**src/rtl/sensor_scan_ctrl_if.sv**
```systemverilog
// Bundle of the frame request, sensor handshake and status signals of the sensor scan controller.
// The controller takes the slave side; whoever issues frame requests and drives EOC takes the master side.
interface sensor_scan_ctrl_if;
    logic        start;
    logic [15:0] int_time;
    logic        eoc;
    logic        sensor_clk;
    logic        st;
    logic        pix_valid;
    logic [10:0] pix_index;
    logic        busy;
    logic        done;
    logic        timeout_err;
    logic [15:0] frame_count;

    modport master (
        output start, int_time, eoc,
        input  sensor_clk, st, pix_valid, pix_index, busy, done, timeout_err, frame_count
    );

    modport slave (
        input  start, int_time, eoc,
        output sensor_clk, st, pix_valid, pix_index, busy, done, timeout_err, frame_count
    );
endinterface

```
**src/rtl/sensor_scan_ctrl.sv**
```systemverilog
// Linear image sensor scan controller: a free-running divided sensor clock plus a frame sequencer.
// The sequencer drives ST, marks pixel sample points and waits for EOC, with a timeout.
module sensor_scan_ctrl #(
    parameter int DIV         = 8,
    parameter int PIXELS      = 1024,
    parameter int PIX_OFFSET  = 14,
    parameter int MIN_INT     = 6,
    parameter int EOC_TIMEOUT = 2048
) (
    input  logic              clk,
    input  logic              rst,
    sensor_scan_ctrl_if.slave bus
);
    localparam int DIV_W    = (DIV > 1) ? $clog2(DIV) : 1;
    localparam int PIX_W    = 11;
    // A zero-length integration would never end, so the clamp never goes below one period.
    localparam int MIN_LEN  = (MIN_INT < 1) ? 1 : MIN_INT;
    localparam int SEQ_MAX0 = (MIN_LEN > 65535) ? MIN_LEN : 65535;
    localparam int SEQ_MAX  = (PIX_OFFSET > SEQ_MAX0) ? PIX_OFFSET : SEQ_MAX0;
    localparam int SEQ_W    = $clog2(SEQ_MAX + 1);
    localparam int TMO_W    = (EOC_TIMEOUT > 1) ? $clog2(EOC_TIMEOUT + 1) : 1;

    typedef enum logic [2:0] {IDLE, ARM, INTEG, READ, WAIT_EOC, DONE} state_t;

    state_t             state_q;
    logic [DIV_W-1:0]   divCnt_q;
    logic               sensorClk_q;
    logic               st_q;
    logic               pixValid_q;
    logic [PIX_W-1:0]   pixIndex_q;
    logic               busy_q;
    logic               done_q;
    logic               timeoutErr_q;
    logic [15:0]        frameCount_q;
    logic [SEQ_W-1:0]   intLen_q;
    logic [SEQ_W-1:0]   intLen_d;
    logic [SEQ_W-1:0]   seqCnt_q;
    logic [PIX_W-1:0]   pixCnt_q;
    logic [TMO_W-1:0]   tmoCnt_q;
    logic               eocMeta_q;
    logic               eocSync_q;
    logic               eocPrev_q;
    logic               riseTick;
    logic               eocEdge;

    assign riseTick = (divCnt_q == DIV_W'(DIV - 1)) && !sensorClk_q;
    assign eocEdge  = eocSync_q && !eocPrev_q;
    assign intLen_d = (SEQ_W'(bus.int_time) < SEQ_W'(MIN_LEN)) ? SEQ_W'(MIN_LEN)
                                                                : SEQ_W'(bus.int_time);

    always_ff @(posedge clk or posedge rst) begin
        if (rst) begin
            divCnt_q    <= '0;
            sensorClk_q <= 1'b0;
        end else if (divCnt_q == DIV_W'(DIV - 1)) begin
            divCnt_q    <= '0;
            sensorClk_q <= ~sensorClk_q;
        end else begin
            divCnt_q    <= divCnt_q + DIV_W'(1);
        end
    end

    always_ff @(posedge clk or posedge rst) begin
        if (rst) begin
            eocMeta_q <= 1'b0;
            eocSync_q <= 1'b0;
            eocPrev_q <= 1'b0;
        end else begin
            eocMeta_q <= bus.eoc;
            eocSync_q <= eocMeta_q;
            eocPrev_q <= eocSync_q;
        end
    end

    // Every phase change happens on a rise tick, except the EOC response, which reacts immediately.
    always_ff @(posedge clk or posedge rst) begin
        if (rst) begin
            state_q      <= IDLE;
            st_q         <= 1'b0;
            pixValid_q   <= 1'b0;
            pixIndex_q   <= '0;
            busy_q       <= 1'b0;
            done_q       <= 1'b0;
            timeoutErr_q <= 1'b0;
            frameCount_q <= '0;
            intLen_q     <= '0;
            seqCnt_q     <= '0;
            pixCnt_q     <= '0;
            tmoCnt_q     <= '0;
        end else begin
            pixValid_q <= 1'b0;
            done_q     <= 1'b0;
            case (state_q)
                IDLE: begin
                    if (bus.start) begin
                        state_q      <= ARM;
                        busy_q       <= 1'b1;
                        intLen_q     <= intLen_d;
                        timeoutErr_q <= 1'b0;
                    end
                end
                ARM: begin
                    if (riseTick) begin
                        st_q     <= 1'b1;
                        seqCnt_q <= '0;
                        state_q  <= INTEG;
                    end
                end
                INTEG: begin
                    if (riseTick) begin
                        if (seqCnt_q == intLen_q - SEQ_W'(1)) begin
                            st_q     <= 1'b0;
                            seqCnt_q <= '0;
                            pixCnt_q <= '0;
                            state_q  <= READ;
                        end else begin
                            seqCnt_q <= seqCnt_q + SEQ_W'(1);
                        end
                    end
                end
                READ: begin
                    // seqCnt saturates once the offset is covered, so every later tick is a pixel.
                    if (riseTick) begin
                        if (seqCnt_q == SEQ_W'(PIX_OFFSET - 1)) begin
                            pixValid_q <= 1'b1;
                            pixIndex_q <= pixCnt_q;
                            if (pixCnt_q == PIX_W'(PIXELS - 1)) begin
                                tmoCnt_q <= '0;
                                state_q  <= WAIT_EOC;
                            end else begin
                                pixCnt_q <= pixCnt_q + PIX_W'(1);
                            end
                        end else begin
                            seqCnt_q <= seqCnt_q + SEQ_W'(1);
                        end
                    end
                end
                WAIT_EOC: begin
                    if (eocEdge) begin
                        done_q       <= 1'b1;
                        frameCount_q <= frameCount_q + 16'd1;
                        state_q      <= DONE;
                    end else if (riseTick) begin
                        if (tmoCnt_q == TMO_W'(EOC_TIMEOUT - 1)) begin
                            timeoutErr_q <= 1'b1;
                            done_q       <= 1'b1;
                            frameCount_q <= frameCount_q + 16'd1;
                            state_q      <= DONE;
                        end else begin
                            tmoCnt_q <= tmoCnt_q + TMO_W'(1);
                        end
                    end
                end
                DONE: begin
                    busy_q  <= 1'b0;
                    state_q <= IDLE;
                end
                default: begin
                    busy_q  <= 1'b0;
                    state_q <= IDLE;
                end
            endcase
        end
    end

    assign bus.sensor_clk  = sensorClk_q;
    assign bus.st          = st_q;
    assign bus.pix_valid   = pixValid_q;
    assign bus.pix_index   = pixIndex_q;
    assign bus.busy        = busy_q;
    assign bus.done        = done_q;
    assign bus.timeout_err = timeoutErr_q;
    assign bus.frame_count = frameCount_q;
endmodule

```
**src/flat_wrapper.sv**
```systemverilog
// flat-port wrapper written by rule: the top's interface ports become plain ports
module sensor_scan_ctrl_flat 
#(
    parameter int DIV         = 8,
    parameter int PIXELS      = 1024,
    parameter int PIX_OFFSET  = 14,
    parameter int MIN_INT     = 6,
    parameter int EOC_TIMEOUT = 2048
)
  (clk, rst, bus_start, bus_int_time, bus_eoc, bus_sensor_clk, bus_st, bus_pix_valid, bus_pix_index, bus_busy, bus_done, bus_timeout_err, bus_frame_count);
  sensor_scan_ctrl_if bus_i ();
  input  logic clk;
  input  logic rst;
  input wire logic [$bits(bus_i.start)-1:0] bus_start;
  input wire logic [$bits(bus_i.int_time)-1:0] bus_int_time;
  input wire logic [$bits(bus_i.eoc)-1:0] bus_eoc;
  output wire logic [$bits(bus_i.sensor_clk)-1:0] bus_sensor_clk;
  output wire logic [$bits(bus_i.st)-1:0] bus_st;
  output wire logic [$bits(bus_i.pix_valid)-1:0] bus_pix_valid;
  output wire logic [$bits(bus_i.pix_index)-1:0] bus_pix_index;
  output wire logic [$bits(bus_i.busy)-1:0] bus_busy;
  output wire logic [$bits(bus_i.done)-1:0] bus_done;
  output wire logic [$bits(bus_i.timeout_err)-1:0] bus_timeout_err;
  output wire logic [$bits(bus_i.frame_count)-1:0] bus_frame_count;
  assign bus_i.start = bus_start;
  assign bus_i.int_time = bus_int_time;
  assign bus_i.eoc = bus_eoc;
  assign bus_sensor_clk = bus_i.sensor_clk;
  assign bus_st = bus_i.st;
  assign bus_pix_valid = bus_i.pix_valid;
  assign bus_pix_index = bus_i.pix_index;
  assign bus_busy = bus_i.busy;
  assign bus_done = bus_i.done;
  assign bus_timeout_err = bus_i.timeout_err;
  assign bus_frame_count = bus_i.frame_count;
  sensor_scan_ctrl #(.DIV(DIV), .PIXELS(PIXELS), .PIX_OFFSET(PIX_OFFSET), .MIN_INT(MIN_INT), .EOC_TIMEOUT(EOC_TIMEOUT)) u_core (.clk(clk), .rst(rst), .bus(bus_i));
endmodule
```
**config.mk**
```make
export PLATFORM = sky130hd
export DESIGN_NAME = sensor_scan_ctrl_flat
export DESIGN_NICKNAME = d
export VERILOG_FILES = /design/src/rtl/sensor_scan_ctrl_if.sv /design/src/rtl/sensor_scan_ctrl.sv /design/src/flat_wrapper.sv
export SDC_FILE = /design/constraint.sdc
export NUM_CORES = 1
export LEC_CHECK = 0
export BUFFER_PORTS_ARGS = -buffer_cell sky130_fd_sc_hd__buf_2
export CORE_ASPECT_RATIO = 0.8
export CORE_MARGIN = 5
export CORE_UTILIZATION = 53
export DETAILED_ROUTE_END_ITERATION = 16
export GPL_ROUTABILITY_DRIVEN = 0
export GPL_TIMING_DRIVEN = 0
export PLACE_DENSITY = 0.83
export SLEW_MARGIN = 30
export SYNTH_ARGS = -nofsm -noshare
export SYNTH_HDL_FRONTEND = slang
export SYNTH_SLANG_ARGS = --single-unit
```
**constraint.sdc**
```tcl
create_clock -name clk -period 3.5 [get_ports clk]
set_input_delay 0 -clock clk [delete_from_list [all_inputs] [get_ports clk]]
set_output_delay 0 -clock clk [all_outputs]
set_load 0.1 [all_outputs]
```
==> reports/metrics.yaml, run 1 <==
root_buffer: "clkbuf_16"
final_core_util: 0.6536
cp.required_ps: 3770
rr_endpoint: "u_core.pixCnt_q[5]"
status: "completed"
grt_pass1_vias: 4357
ys_async_sr_fraction: 1.000
gr-total-overflow: 0
fin_ws_ps: 71.11
rr_worst_depth: 9
nets: 642
grt_usage: 0.2186
drc: 0
pre_cts_ws_ps: -433.5
antenna_left: 0
post-route-period-util: 0.9797
place_hpwl_um: 8559
io_pins: 53
maxCapViolCount: 0
wirelength_um: 12470
netlist_instances: 522
areaGrowthSynthToFinish_pct: 21.83
synth-edff-count: 0
clock_path_buffers: 2
diodes: 0
peakVddDrop_v: 0.0002350
end_kind: "flip-flop"
slew_headroom: 0.6052
die_y_um: 97.85
tightest_slew_ps: 586.1
worst_setup_path_start_kind: "flip-flop"
p_leak_nw: 2.834
ys_ff_latch: 97
fillers: 709
layout_commonest_cell: "dfrtp_1"
clock_latency_ps: 350
rr_startpoint: "u_core.intLen_q[5]"
drive_gt1_frac: 0.2132
clk_pin_slew_ps: 70
hold_path_class: "primary input to async pin"
synthFlopType: "dfrtp_1"
synth_top_area_share: 0.4748
syn_nets: 550
setup_viol: 0
synth_area_leaders: "dfrtp_1 (47%), mux2_2 (5.5%), nor2_1 (4.1%)"
cts_made_buffers: 9
synth_area_per_cell_um2: 9.794
dr.pass1.iters: 5
ys_warn_count: 0
dieArea_um2: 11720
hold_viol_final: 0
final_cell_mix: "dfrtp_1 (97), nor2_1 (55), buf_2 (53), nand2_1 (50), o21ai_0 (32)"
finClkSkew_ps: 9.003
multiInputGateArea_um2: 2603
initialDrtViolationCount: 293
yosysSeqAreaShare: 0.4748
io_buffers: 52
fmax_ghz: 0.2916
die_w_um: 119.8
grt_max_degree: 58
row_count: 32
start_util: 0.5365
viasPerCell: 6.003
synth_area_leader_cell: "dfrtp_1"
antenna_found_initial: 0
vias: 4430
rrSetupSlack_ps: 70
power_density_nw_per_um2: 360.0
path_max_fanout: 7
rsz0062_at_grt: "true"
tritoncts: "built"
seq_area_um2: 2427
synth_area_um2: 5112
htreeDepth: 3
tritoncts_num_sinks: 97
drv_slew: 0
fin_crit_ps: 3429
ys_types: 61
worstSetupPathType: "flip-flop to flip-flop"
grt_first_pass_wirelength_um: 20970
core-area_um2: 9529
arrival_ps: 3700
wl_per_cell_um: 16.90
layer usage:
layer	vias up	global-route usage	wire (µm)
met5	-	0	0
met4	0	0.06602	214
met3	25	0.05153	859
met2	204	0.3533	6085
met1	2160	0.2953	5309
li1	2041	-	-
cell type report:
class	count	area share
tap	119	0.02391
timing repair buffer	81	0.09020
inverter	22	0.01406
buffer	18	0.01286
sequential	97	0.3897
clock buffer	11	0.04058
clock inverter	5	0.01085
multi-input combinational	385	0.4178
worst max-delay path by stage:
stage | start | endpoint
after global placement | u_core.intLen_q[0] | u_core.pixCnt_q[8]
after floorplan | u_core.intLen_q[0] | u_core.pixCnt_q[0]
after global routing | u_core.intLen_q[5] | u_core.pixCnt_q[5]
after detailed placement | u_core.intLen_q[0] | u_core.pixCnt_q[10]
after CTS | u_core.intLen_q[0] | u_core.seqCnt_q[4]
final | u_core.intLen_q[5] | u_core.pixCnt_q[5]
report_power, final:
| part | switching, W | internal (W) |
|---|---|---|
| clock network | 0.000453 | 0.000606 |
| registers | 0.000000600 | 0.00112 |
| logic | 0.0000338 | 0.0000266 |
| total | 0.000488 | 0.00175 |
kinds of logic after synthesis:
family / synth area share
simple gates: 0.2146
buf+inv: 0.03133
flops: 0.4748
fa+ha+maj: 0.01958
xor+xnor: 0.06853
mux: 0.06314
compound gates: 0.1280
Yosys cell counts (3+ instances only):
master    count
a21o_1        5
a21oi_1      15
a22o_1        4
a31oi_1       3
and3_1       10
and4_1        3
clkbuf_1     13
dfrtp_1      97
ha_1          8
inv_1        22
mux2_2       25
mux2i_1       3
nand2_1      51
nand2b_1      9
nand3_1      24
nand3b_1      4
nand4_1       8
nor2_1       56
nor2b_1       5
nor3_1       12
nor3b_1       3
nor4_1        7
o21ai_0      32
o22ai_1       4
o31ai_1       3
o41ai_1       3
or2_2         5
or3_1         5
or4_1         3
or4_4         3
xnor2_1      20
xor2_1       20
critical path, cell delays in order (launching register included):
cell and delay [ps]:
dfrtp_1 360, buf_2 160, or4_4 560, or4_4 540
or4_4 440, a2111oi_4 320, buf_6 180, nand4_4 160
a2111oi_4 410, mux2i_1 220
through the flow:
step / power [W] / cells / area, µm² / hold WS [ps] / TNS [ps]
floorplan: 0.001163 / 522 / 5112 / 31.43 / 0
global placement: 0.001183 / 693 / 5522 / 109.3 / -12150
detailed placement: 0.001188 / 694 / 5554 / 33.26 / -7231
CTS: 0.002255 / 732 / 6130 / 210.1 / 0
global route: 0.002322 / 738 / 6228 / 241.6 / -69.04
finish: 0.002242 / 738 / 6228 / 210.9 / 0
what timing repair did:
action | 4_1_cts | 5_1_grt
endpoints found under the setup margin | 28 | 23
hold endpoints to repair | 58 | 0
setup buffers | 3 | 6
pin swaps | 1 | 2
hold buffers | 19 | 0
resized for setup | 9 | 9
gates cloned | 0 | 0
registers in the layout, summed over array words and instances, names as in the netlist, 3 cells and up:
register / count
u_core.state_q: 3
u_core.tmoCnt_q: 12
u_core.seqCnt_q: 16
u_core.intLen_q: 16
u_core.bus.frame_count: 16
u_core.divCnt_q: 3
u_core.bus.pix_index: 11
u_core.pixCnt_q: 11
(Power assumes the default switching activity.)
==> inputs of run 2 (changes only) <==
Settings changed: ABC_AREA set to 1, CORE_UTILIZATION 53 to 54.
==> run 2 against run 1 <==
Compared with the run above:
- critical path type unchanged
- flip-flop and latch count is the same
- critical path depth grew 4
- largest power group unchanged
- count of clock-buffer cells in the layout shrank 1
==> reports/metrics.yaml, run 2 <==
status: "completed"  # unchanged
antenna_left: 0  # unchanged
path_max_fanout: 10  # was 7
gr-total-overflow: 0  # unchanged
maxCapViolCount: 0  # unchanged
hold_viol_final: 0  # unchanged
cts_made_buffers: 9  # unchanged
critical-path-max-stage-delay_ps: 370  # was 560 ps
worst_setup_path_start_kind: "flip-flop"  # unchanged
grt_pass1_vias: 5062  # was 4357
wirelength_um: 14760  # was 12470 µm
final_cell_mix: "nand2_1 (202), dfrtp_1 (97), inv_1 (84), nor2_1 (82), buf_2 (58)"  # was dfrtp_1 (97), nor2_1 (55), buf_2 (53), nand2_1 (50), o21ai_0 (32)
root_buffer: "clkbuf_16"  # unchanged
netlist_instances: 770  # was 522
synth_area_per_cell_um2: 7.486  # was 9.794 µm²
start_util: 0.5584  # was 0.5365
synth.most_common_cell: "nand2_1"  # was dfrtp_1
p_leak_nw: 3.279  # was 2.834 nW
end_kind: "flip-flop"  # unchanged
tritoncts: "built"  # unchanged
path_common_cell: "inv_1"  # was or4_4
ys_warn_count: 0  # unchanged
synthFlopType: "dfrtp_1"  # unchanged
die_y_um: 102.4  # was 97.85 µm
post-route-period-util: 0.7252  # was 0.9797
clk_pin_slew_ps: 70  # about the same
dr.pass1.iters: 7  # was 5
wl_per_cell_um: 14.79  # was 16.90 µm
row_count: 33  # was 32
ys_async_sr_fraction: 1.000  # unchanged
clock_path_buffers: 2  # unchanged
combPwrFrac: 0.321  # was 0.027
setup_viol: 0  # unchanged
stdcell_area_um2: 6719  # was 6228 µm²
areaGrowthSynthToFinish_pct: 16.56  # was 21.83%
tritoncts_num_sinks: 97  # unchanged
whs_ps: 121.0  # was 210.9 ps
power_density_nw_per_um2: 533.3  # was 360.0 nW/µm²
htreeDepth: 3  # unchanged
grt_max_degree: 62  # was 58
initialDrtViolationCount: 418  # was 293
drive_gt1_frac: 0.1459  # was 0.2132
nets: 880  # was 642
power.internal_w: 0.002169  # was 0.001755 W
slew_headroom: 0.5905  # was 0.6052
antenna_found_initial: 2  # was 0
slowest_stage: "dfrtp_1"  # was or4_4
viasPerCell: 5.465  # was 6.003
hold_path_class: "primary input to flip-flop"  # was primary input to async pin
peakVddDrop_v: 0.0003755  # was 0.0002350 V
dieArea_um2: 12850  # was 11720 µm²
io_pins: 53  # unchanged
synth_area_um2: 5764  # was 5112 µm²
grt_usage: 0.2387  # was 0.2186
vias: 5454  # was 4430
core-area_um2: 10320  # was 9529 µm²
sw_frac_of_total: 0.3948  # was 0.2174
p_seq_frac: 0.396  # was 0.501
syn_nets: 798  # was 550
ys_types: 35  # was 61
clock_latency_ps: 340  # was 350 ps
rsz0062_at_grt: "false"  # was true
placed_area_um2: 6232  # was 5554 µm²
synth_area_leaders: "dfrtp_1 (42%), nand2_1 (13%), xor2_1 (6.1%)"  # was dfrtp_1 (47%), mux2_2 (5.5%), nor2_1 (4.1%)
cp.required_ps: 3760  # was 3770 ps
die_w_um: 125.5  # was 119.8 µm
yosysSeqAreaShare: 0.4211  # was 0.4748
drv_slew: 0  # unchanged
postCtsSetupBuffers: 0  # was 3
p_switching_w: 0.001415  # was 0.0004876 W
grt_first_pass_wirelength_um: 24850  # was 20970 µm
synth-edff-count: 0  # unchanged
layout_commonest_cell: "nand2_1"  # was dfrtp_1
finClkSkew_ps: 7.496  # was 9.003 ps
tightest_slew_ps: 609.6  # was 586.1 ps
synth_commonest_cells: "nand2_1 (202), dfrtp_1 (97), inv_1 (85)"  # was dfrtp_1 (97), nor2_1 (56), nand2_1 (51)
cp_cell_sequence: "ha_1 > ha_1 > inv_1 > nor2_2 > inv_1 > nor3_1 > nand2_1 > nor2_2 > inv_1 > buf_2 > nor2_1 > nand2_1 > o21ai_1"  # was buf_2 > or4_4 > or4_4 > or4_4 > a2111oi_4 > buf_6 > nand4_4 > a2111oi_4 > mux2i_1
place_hpwl_um: 10360  # was 8559 µm
cts-resized-gates: 0  # was 9
drc: 0  # unchanged
ys_ff_latch: 97  # unchanged
synth_area_leader_cell: "dfrtp_1"  # unchanged
cts_hold_buf: 18  # was 19
p_clk_frac: 0.283  # was 0.472
fin_crit_ps: 2538  # was 3429 ps
fmax_ghz: 0.3940  # was 0.2916 GHz
synth_top_area_share: 0.4211  # was 0.4748
arrival_ps: 2800  # was 3700 ps
worstSetupPathType: "flip-flop to flip-flop"  # unchanged
io_buffers: 52  # unchanged
==> run 2: critical path, delay by kind of cell, from the launching register on <==
| kind | cells | cell delay, ps |
|---|---|---|
| flip-flops | 1 | 370 |
| AO/OA/AOI/OAI | 1 | 90 |
| AND/OR/NAND/NOR | 6 | 1080 |
| adder cells (fa/ha/maj) | 2 | 350 |
| buffers and inverters | 4 | 550 |
==> run 2: power by group through the flow <==
stage          Clock (W)  Combinational (W)  Sequential, W
6_report         0.00102            0.00115        0.00142
5_1_grt          0.00107            0.00128        0.00144
4_1_cts          0.00103            0.00113        0.00141
3_5_place_dp           0            0.00110        0.00143
3_3_place_gp           0            0.00106        0.00143
2_1_floorplan          0           0.000721        0.00154
==> run 2: cell type report <==
type	instances	area (µm²)
antenna	1	2.502
sequential	97	2427
multi-input combinational	557	2859
buffer	17	105.1
fill	887	3603
timing repair buffer	71	467.9
clock inverter	6	65.06
clock buffer	10	239.0
tap	140	175.2
inverter	99	377.9
==> run 2: per-stage QoR <==
| stage | setup TNS [ps] | power (W) | std cells | worst slack [ps] | utilization |
|---|---|---|---|---|---|
| finish | 0 | 0.003583 | 998 | 961.8 | 0.6509 |
| global route | 0 | 0.003795 | 998 | 690.1 | 0.6509 |
| CTS | 0 | 0.003564 | 997 | 1043 | 0.6507 |
| detailed placement | 0 | 0.002533 | 963 | 1077 | 0.6038 |
| global placement | -14180 | 0.002491 | 962 | -156.2 | 0.6006 |
| floorplan | 0 | 0.002260 | 770 | 966.3 | - |
==> run 2: cell families after synthesis <==
family	synth area share
buf+inv	0.08292
fa+ha+maj	0.01737
simple gates	0.3490
xor+xnor	0.07597
compound gates	0.05361
flops	0.4211
==> run 2: per-layer routing <==
layer  vias to the layer above  track usage  part of all wire
met1                      2546       0.3483              0.47
met5                         -            0           0.00047
li1                       2645            -                 -
met3                        33      0.06113             0.084
met2                       228       0.3587              0.43
met4                         2      0.05917             0.018
==> run 2: worst paths after layout <==
path / startpoint / end / slack, ps / cells past startpoint
setup / recovery: u_core.divCnt_q[0] / u_core.seqCnt_q[3] / 960 / 13
hold reg to reg: u_core.eocSync_q / u_core.eocPrev_q / 380 / 0
setup reg to reg: u_core.divCnt_q[0] / u_core.seqCnt_q[3] / 960 / 13
min in group asynchronous: rst / u_core.bus.frame_count[1] / 200 / 3
max in group asynchronous: rst / u_core.bus.pix_index[8] / 2680 / 4
hold / removal: bus_start / u_core.bus.busy / 120 / 3
